===== src/rtl/manchester_framer_pkg.sv =====
// rtl/manchester_framer_pkg.sv - shared constants and state encoding for the Manchester framer
//
// Holds the default preamble/SFD patterns, the CRC-8 polynomial and the
// framer state encoding so that neighbouring Manchester blocks agree on them.
package manchester_framer_pkg;

  localparam logic [7:0] PREAMBLE_BYTE_DEF = 8'hAA;
  localparam logic [7:0] SFD_BYTE_DEF      = 8'hD5;
  localparam logic [7:0] CRC8_POLY         = 8'h07;

  typedef enum logic [2:0] {
    ST_IDLE     = 3'd0,
    ST_PREAMBLE = 3'd1,
    ST_SFD      = 3'd2,
    ST_PAYLOAD  = 3'd3,
    ST_CRC      = 3'd4,
    ST_DRAIN    = 3'd5,
    ST_GAP      = 3'd6
  } state_t;

endpackage


===== src/rtl/manchester_crc8.sv =====
// rtl/manchester_crc8.sv - combinational CRC-8 byte update
//
// Ports:
//   crc_in  [7:0]  running CRC before this byte
//   data    [7:0]  byte folded into the CRC
//   crc_out [7:0]  running CRC after this byte
// Polynomial x^8+x^2+x+1 (0x07), MSB first, no reflection.
module manchester_crc8
  import manchester_framer_pkg::*;
(
  input  logic [7:0] crc_in,
  input  logic [7:0] data,
  output logic [7:0] crc_out
);

  logic [7:0] c;

  // Fold the whole byte in first, then shift out eight bits; equivalent to
  // the bit-serial register because the polynomial has no x^8 term stored.
  always_comb begin
    c = crc_in ^ data;
    for (int i = 0; i < 8; i++) begin
      c = c[7] ? ((c << 1) ^ CRC8_POLY) : (c << 1);
    end
    crc_out = c;
  end

endmodule


===== src/rtl/manchester_framer.sv =====
// rtl/manchester_framer.sv - wraps payload packets in preamble, SFD and idle gap
//
// Optional feature macro: MANCHESTER_FRAMER_CRC8_EN appends a CRC-8 byte
// computed over the emitted payload bytes.
//
// Ports:
//   aclk, aresetn        clock, asynchronous active-low reset
//   s_axis_t*            payload byte stream in, packets delimited by tlast
//   m_axis_t*            framed byte stream out (single output register)
//   busy                 high whenever the FSM is not idle
//   frame_err            one-cycle pulse when a payload is truncated
module manchester_framer
  import manchester_framer_pkg::*;
#(
  parameter int         PREAMBLE_LEN  = 2,
  parameter logic [7:0] PREAMBLE_BYTE = PREAMBLE_BYTE_DEF,
  parameter logic [7:0] SFD_BYTE      = SFD_BYTE_DEF,
  parameter int         IFG_CYCLES    = 16,
  parameter int         MAX_PAYLOAD   = 255
) (
  input  logic       aclk,
  input  logic       aresetn,
  input  logic [7:0] s_axis_tdata,
  input  logic       s_axis_tvalid,
  input  logic       s_axis_tlast,
  output logic       s_axis_tready,
  output logic [7:0] m_axis_tdata,
  output logic       m_axis_tvalid,
  output logic       m_axis_tlast,
  input  logic       m_axis_tready,
  output logic       busy,
  output logic       frame_err
);

  state_t      state, state_n;
  logic [3:0]  pre_cnt;
  logic [7:0]  byte_cnt;
  logic [15:0] gap_cnt;

  logic        load_ok;
  logic        ld;
  logic [7:0]  ld_data;
  logic        ld_last;
  logic        s_ready;
  logic        accept;
  logic        trunc_ev;

`ifdef MANCHESTER_FRAMER_CRC8_EN
  logic [7:0]  crc_q;
  logic [7:0]  crc_nxt;
  logic        trunc_q;

  manchester_crc8 u_crc8 (
    .crc_in  (crc_q),
    .data    (s_axis_tdata),
    .crc_out (crc_nxt)
  );
`endif

  // The output register can take a new byte when empty or draining this cycle.
  assign load_ok       = !m_axis_tvalid || m_axis_tready;
  assign accept        = s_ready && s_axis_tvalid;
  assign s_axis_tready = s_ready;
  assign busy          = (state != ST_IDLE);

  always_comb begin
    state_n  = state;
    ld       = 1'b0;
    ld_data  = 8'h00;
    ld_last  = 1'b0;
    s_ready  = 1'b0;
    trunc_ev = 1'b0;
    case (state)
      ST_IDLE: begin
        // The waiting payload byte is only observed here, never consumed.
        if (s_axis_tvalid && load_ok) begin
          ld      = 1'b1;
          ld_data = PREAMBLE_BYTE;
          state_n = (PREAMBLE_LEN == 1) ? ST_SFD : ST_PREAMBLE;
        end
      end
      ST_PREAMBLE: begin
        if (load_ok) begin
          ld      = 1'b1;
          ld_data = PREAMBLE_BYTE;
          if (pre_cnt == 4'(PREAMBLE_LEN - 1)) state_n = ST_SFD;
        end
      end
      ST_SFD: begin
        if (load_ok) begin
          ld      = 1'b1;
          ld_data = SFD_BYTE;
          state_n = ST_PAYLOAD;
        end
      end
      ST_PAYLOAD: begin
        s_ready = load_ok;
        if (s_axis_tvalid && load_ok) begin
          ld      = 1'b1;
          ld_data = s_axis_tdata;
          if (!s_axis_tlast && byte_cnt == 8'(MAX_PAYLOAD - 1)) trunc_ev = 1'b1;
`ifdef MANCHESTER_FRAMER_CRC8_EN
          ld_last = 1'b0;
          if (s_axis_tlast || trunc_ev) state_n = ST_CRC;
`else
          if (s_axis_tlast) begin
            ld_last = 1'b1;
            state_n = ST_GAP;
          end else if (trunc_ev) begin
            ld_last = 1'b1;
            state_n = ST_DRAIN;
          end
`endif
        end
      end
`ifdef MANCHESTER_FRAMER_CRC8_EN
      ST_CRC: begin
        if (load_ok) begin
          ld      = 1'b1;
          ld_data = crc_q;
          ld_last = 1'b1;
          state_n = trunc_q ? ST_DRAIN : ST_GAP;
        end
      end
`endif
      ST_DRAIN: begin
        s_ready = 1'b1;
        if (s_axis_tvalid && s_axis_tlast) state_n = ST_GAP;
      end
      ST_GAP: begin
        // Idle cycles are counted only once the final byte has left; the
        // IDLE cycle that follows supplies the last idle cycle of the gap.
        if (m_axis_tvalid) begin
          if (m_axis_tready && IFG_CYCLES <= 1) state_n = ST_IDLE;
        end else if ((int'(gap_cnt) + 1) >= (IFG_CYCLES - 1)) begin
          state_n = ST_IDLE;
        end
      end
      default: state_n = ST_IDLE;
    endcase
  end

  always_ff @(posedge aclk or negedge aresetn) begin
    if (!aresetn) begin
      state         <= ST_IDLE;
      m_axis_tdata  <= 8'h00;
      m_axis_tvalid <= 1'b0;
      m_axis_tlast  <= 1'b0;
      frame_err     <= 1'b0;
      pre_cnt       <= 4'd0;
      byte_cnt      <= 8'd0;
      gap_cnt       <= 16'd0;
    end else begin
      state     <= state_n;
      frame_err <= trunc_ev;

      if (ld) begin
        m_axis_tdata  <= ld_data;
        m_axis_tvalid <= 1'b1;
        m_axis_tlast  <= ld_last;
      end else if (m_axis_tvalid && m_axis_tready) begin
        m_axis_tvalid <= 1'b0;
        m_axis_tlast  <= 1'b0;
      end

      if (state == ST_IDLE) begin
        pre_cnt  <= ld ? 4'd1 : 4'd0;
        byte_cnt <= 8'd0;
      end else if (state == ST_PREAMBLE && ld) begin
        pre_cnt <= pre_cnt + 4'd1;
      end else if (state == ST_PAYLOAD && accept && byte_cnt != 8'hFF) begin
        byte_cnt <= byte_cnt + 8'd1;
      end

      if (state != ST_GAP)     gap_cnt <= 16'd0;
      else if (!m_axis_tvalid) gap_cnt <= gap_cnt + 16'd1;
    end
  end

`ifdef MANCHESTER_FRAMER_CRC8_EN
  always_ff @(posedge aclk or negedge aresetn) begin
    if (!aresetn) begin
      crc_q   <= 8'h00;
      trunc_q <= 1'b0;
    end else if (state == ST_IDLE) begin
      crc_q   <= 8'h00;
      trunc_q <= 1'b0;
    end else if (state == ST_PAYLOAD && accept) begin
      crc_q <= crc_nxt;
      if (trunc_ev) trunc_q <= 1'b1;
    end
  end
`endif

endmodule


===== config.mk =====
export PLATFORM = sky130hd
export DESIGN_NAME = manchester_framer
export DESIGN_NICKNAME = d
export VERILOG_FILES = /design/src/rtl/manchester_framer_pkg.sv /design/src/rtl/manchester_crc8.sv /design/src/rtl/manchester_framer.sv
export SDC_FILE = /design/constraint.sdc
export NUM_CORES = 1
export LEC_CHECK = 0
export CAP_MARGIN = 20
export CORE_MARGIN = 2
export CORE_UTILIZATION = 30
export DETAILED_ROUTE_END_ITERATION = 12
export HOLD_SLACK_MARGIN = 0.15
export MAX_ROUTING_LAYER = met4
export SKIP_LAST_GASP = 1
export SYNTH_ARGS = -nofsm -noshare
export SYNTH_HDL_FRONTEND = slang
export SYNTH_SLANG_ARGS = --single-unit

===== constraint.sdc =====
create_clock -name aclk -period 4.2 [get_ports aclk]
set_clock_uncertainty 0.05 [all_clocks]
set_input_delay 0.42 -clock aclk [delete_from_list [all_inputs] [get_ports aclk]]
set_output_delay 0.42 -clock aclk [all_outputs]
set_load 0.005 [all_outputs]

### Word level (Yosys, flattened, before mapping)

Cells that the tools add are included.

| word-level totals | value |
|---|---|
| flip-flop bits (word level) | 42 |
| input bits | 13 |
| output and inout port bits | 13 |
| word-level logic and storage cells | 93 |

| cells by class | value |
|---|---|
| add/sub/neg operators | 4 |
| $lt $le $gt $ge | 1 |
| equality and inequality tests | 20 |
| muxes and demuxes | 40 |
| reduce and logical (&&, ||, !) cells | 20 |

Operators by type and width:

| cell | number |
|---|---|
| $mux W8 | 7 |
| $mux W16 | 2 |
| $pmux W8 S4 | 1 |
| $mux W3 | 10 |
| $ne A2 B2 Y1 const B | 9 |
| $pmux W3 S6 | 1 |
| $add A16 B1 Y17 const B | 1 |
| $ge A17 B4 Y1 const B | 1 |
| $add A16 B1 Y16 const B | 1 |
| $mux W1 | 15 |
| $reduce_and A9 Y1 | 1 |
| $add A8 B1 Y8 const B | 1 |
| $eq A8 B8 Y1 const B | 1 |
| $logic_and A1 B1 Y1 | 8 |
| $mux W4 | 2 |
| $ne A8 B8 Y1 const B | 1 |
| $eq A3 B2 Y1 const B | 2 |
| $eq A3 B3 Y1 const B | 2 |
| $reduce_bool A2 Y1 | 3 |
| $add A4 B1 Y4 const B | 1 |
| $eq A4 B1 Y1 const B | 1 |
| $pmux W1 S2 | 2 |
| $reduce_or A2 Y1 | 2 |
| $eq A3 B1 Y1 const B | 1 |
| other kinds (8) | 9 |

### Longest topological paths before layout

| logic depth | value |
|---|---|
| depth in word-level cells | 10 |
| depth in mapped cells | 8 |
| mapped depth without buffers | 8 |

### Least setup slack after synthesis

OpenSTA, ideal clock, no wires.

| timing | value |
|---|---|
| path type | flip-flop to flip-flop |
| start point | register gap_cnt[0] |
| end point | register state[2] |
| library setup time | 0.082 ns |
| arrival time | 2.090 ns |
| required time | 4.068 ns |
| path slack | 1.978 ns |
| stages on the path, launching flop included | 8 |
| path buffers | 0 |
| clock period less this slack | 2.222 ns |
| cells stage by stage | dfrtp_1 -> ha_1 -> or2_1 -> a31oi_1 -> a31oi_1 -> or4_1 -> or4_1 -> a31oi_1 |

| between the ends | value |
|---|---|
| cells in the longest elaborated chain, start to end | 4 |

Ends and longest elaborated chain:

| element | line | source |
|---|---|---|
| from (decl) | manchester_framer.sv:38 | `logic [15:0] gap_cnt;` |
| from (signal assigned) | manchester_framer.sv:176 | `else if (!m_axis_tvalid) gap_cnt <= gap_cnt + 16'd1;` |
| $add A16 B1 Y17 | manchester_framer.sv:135 | `end else if ((int'(gap_cnt) + 1) >= (IFG_CYCLES - 1)) begin` |
| $ge A17 B4 Y1 | manchester_framer.sv:135 |  |
| $ne A2 B2 Y1 (no line) | - |  |
| $reduce_and A9 Y1 (no line) | - |  |
| to (signal assigned) | manchester_framer.sv:154 | `state <= state_n;` |
| to (decl) | manchester_framer.sv:35 | `state_t state, state_n;` |

Every way passes these cells.
A chain may end at the register's enable or synchronous reset.

### Worst setup path after layout

| timing | value |
|---|---|
| start point | register state[2] |
| end point | output busy |

| between the ends | value |
|---|---|
| cells in the longest elaborated chain, start to end | 1 |

Ends and longest elaborated chain:

| element | line | source |
|---|---|---|
| $reduce_bool A3 Y1 | manchester_framer.sv:64 | `assign busy = (state != ST_IDLE);` |
| to (decl) | manchester_framer.sv:31 | `output logic busy,` |

Every way passes these cells.

==> metrics <==
initial core utilization 0.313; startpoint kind of the worst setup timing path flop; number of antenna violations at the first check in global routing 0; async set-or-reset flop fraction in the synthesized netlist 1.00; global-route wire length before repair 8790 um; Final Cycle Share 0.677; number of flops mapped to enable cells by yosys 0; final total negative setup slack 0 ns; global-route total usage across every layer 0.129; top achievable clock speed 0.352 GHz; level count of the clock H-tree 2; number of remaining DRC errors 0; vertical die dimension 94.3 um; Filler Cell Count 802; DR iter-0 viols 140; Pins Over Slew Limit 0; number of standard cells after synthesis 269; P per Cell Area 453 mW/mm^2; global route total overflow 0; fin nets 305; routability-driven placement congestion ratio 0.867; # clock sinks 42; count of synthesis-stage warnings from yosys 0; type of the most critical hold path in -> async; Syn Area/Cell 9.09 um^2; part of the Yosys area used for sequential elements 0.430; total wire length after detailed routing 5090 um; maximum number of pins on one net before global-route repair 43; largest area contributor in the netlist sky130_fd_sc_hd__dfrtp_1; horizontal die dimension 94.3 um; Crit Path Class reg -> out; count of endpoints failing setup in the final report 0; highest-count cells in the layout ignoring fill and taps 42 x sky130_fd_sc_hd__dfrtp_1, 39 x sky130_fd_sc_hd__nor2_1, 24 x sky130_fd_sc_hd__nand2_1, 24 x sky130_fd_sc_hd__clkdlybuf4s50_1, 14 x sky130_fd_sc_hd__xor2_1; total die area 0.00889 mm^2; count of antenna-violating nets left after detailed routing 0; area of the multi-input gates 0.00129 mm^2; Antenna Diode Count 0; actual transition at the worst max-transition pin 0.911 ns; Resized cells post-CTS 0; FF+latch count, synth 42; synthesized area 0.00244 mm^2; ratio of cells with drive above 1 in the final layout 0.0697; via count normalized by instance count 4.98; Post-Syn Nets 288; CTS tree built; number of buffers inserted by post-CTS setup repair 0; clock-pin slew of the registers on the worst-case setup and hold paths 0.08 ns; Port Buf Inserts 25; peak supply drop 0.167 mV; Hold Worst Slack 0.192 ns; buffer type at the clock tree root sky130_fd_sc_hd__clkbuf_8; data arrival time of the critical path 2.37 ns; Max Fanout on Critical Path 12; number of unique standard cell types used by synthesis 50; Area contributors post-synth sky130_fd_sc_hd__dfrtp_1 43%, sky130_fd_sc_hd__nor2_1 6.0%, sky130_fd_sc_hd__xor2_1 5.0%, sky130_fd_sc_hd__nand2_1 3.7%, sky130_fd_sc_hd__ha_1 3.1%; most common library cell in the layout ignoring fill and taps sky130_fd_sc_hd__dfrtp_1; estimated wirelength of the detail-placed design 3640 um; total iterations of the first detailed-routing run 4; fraction of synthesized cell area taken by the top area cell type 0.430; minimum clock period 2.84 ns; clock buffer count from CTS 5; Primary FF master, synth sky130_fd_sc_hd__dfrtp_1; headroom to the max-slew limit 0.392; clock latency of the later-clocked register in the worst-skew pair 0.31 ns; Bufs on Longest Clock Path 2; final hold violations 0; Hold Buf Count CTS 0; run status finished, final reports clean; area growth from synthesis to layout 16.1%; Sequential Area 0.00105 mm^2; placement row count 32; Worst setup EP type output port; number of violations of the max-capacitance limit 0; required time at the endpoint of the critical path 3.73 ns; drt wl/cell 13.1 um; number of ports placed on the die boundary 26; vias in the first global route 1784; leakage power of the design 1.14 nW; via total after detailed routing 1939; RSZ-0062 raised after global routing false; core region area 0.00781 mm^2
[synthesized netlist by cell type (4+ instances only)]
cell type                  number
sky130_fd_sc_hd__a21oi_1       13
sky130_fd_sc_hd__a221o_1        7
sky130_fd_sc_hd__a31oi_1        7
sky130_fd_sc_hd__and2_1         5
sky130_fd_sc_hd__and3_1         5
sky130_fd_sc_hd__buf_2          5
sky130_fd_sc_hd__clkbuf_1       6
sky130_fd_sc_hd__dfrtp_1       42
sky130_fd_sc_hd__ha_1           6
sky130_fd_sc_hd__inv_1          6
sky130_fd_sc_hd__nand2_1       24
sky130_fd_sc_hd__nand3_1        9
sky130_fd_sc_hd__nand4_1        6
sky130_fd_sc_hd__nor2_1        39
sky130_fd_sc_hd__nor2b_1        4
sky130_fd_sc_hd__nor3_1         9
sky130_fd_sc_hd__o21ai_0        7
sky130_fd_sc_hd__xnor2_1        8
sky130_fd_sc_hd__xor2_1        14
[cell families after synthesis]
logic type | after synthesis | synth area share
adder cells (fa/ha/maj) | 6 | 0.0307
flip-flops | 42 | 0.430
multiplexers | 1 | 0.00409
buffers and inverters | 22 | 0.0404
AND/OR/NAND/NOR | 124 | 0.268
AO/OA/AOI/OAI | 52 | 0.148
XOR/XNOR | 22 | 0.0788
[cell type report]
cell class,count,area share
Clock buffer,5,0.0242
Clock inverter,3,0.00837
Inverter,7,0.00970
Multi-Input combinational cell,205,0.456
Sequential cell,42,0.370
Tap cell,102,0.0450
Timing Repair Buffer,25,0.0864
[per-layer routing]
layer	wire length [um]	global-route usage	up-vias	share of wire
met5	0	-	-	0
met4	79	0.0507	0	0.016
met3	129	0.0193	6	0.025
met2	2410	0.195	25	0.47
met1	2470	0.174	925	0.48
li1	-	-	983	-
[metrics by stage]
step / utilization / power (mW) / setup slack, ns / instance area [um^2] / std cells
finish: 0.364 / 1.29 / 1.36 / 2840 / 389
global placement: 0.352 / 1.02 / 1.62 / 2750 / 381
floorplan: - / 0.840 / 1.98 / 2440 / 269
detailed placement: 0.352 / 1.03 / 1.55 / 2750 / 381
CTS: 0.364 / 1.31 / 1.31 / 2840 / 389
global route: 0.364 / 1.39 / 1.13 / 2840 / 389
[final timing paths]
kind | depth (start not counted) | start | slack, ns | to
hold reg to reg | 2 | m_axis_tdata[7]$_DFFE_PN0P_ | 0.46 | m_axis_tdata[7]$_DFFE_PN0P_
setup / recovery | 4 | state[2]$_DFFE_PN0P_ | 1.36 | busy
hold / removal | 1 | aresetn | 0.19 | byte_cnt[0]$_DFFE_PN0P_
setup reg to reg | 5 | state[0]$_DFFE_PN0P_ | 1.55 | state[2]$_DFFE_PN0P_
min in group aclk | 2 | m_axis_tdata[7]$_DFFE_PN0P_ | 0.46 | m_axis_tdata[7]$_DFFE_PN0P_
max in group asynchronous | 1 | aresetn | 3.34 | gap_cnt[6]$_DFFE_PN0N_
[report_power, final]
part	internal [mW]	switching (mW)
clock	0.119	0.155
combinational	0.218	0.213
sequential	0.486	0.0964
total	0.823	0.464
[critical path: stages, from the launching register on]
cell	delay [ns]
sky130_fd_sc_hd__dfrtp_1	0.50
sky130_fd_sc_hd__or2_1	0.39
sky130_fd_sc_hd__nor2_1	0.53
sky130_fd_sc_hd__inv_1	0.16
sky130_fd_sc_hd__clkdlybuf4s50_1	0.48
[registers in the layout, summed over array words and instances (netlist names)]
signal and cells:
m_axis_tdata 8, gap_cnt 16, frame_err 1, byte_cnt 8
m_axis_tlast 1, state 3, pre_cnt 4, m_axis_tvalid 1
Power figures use the tool's default switching activity.
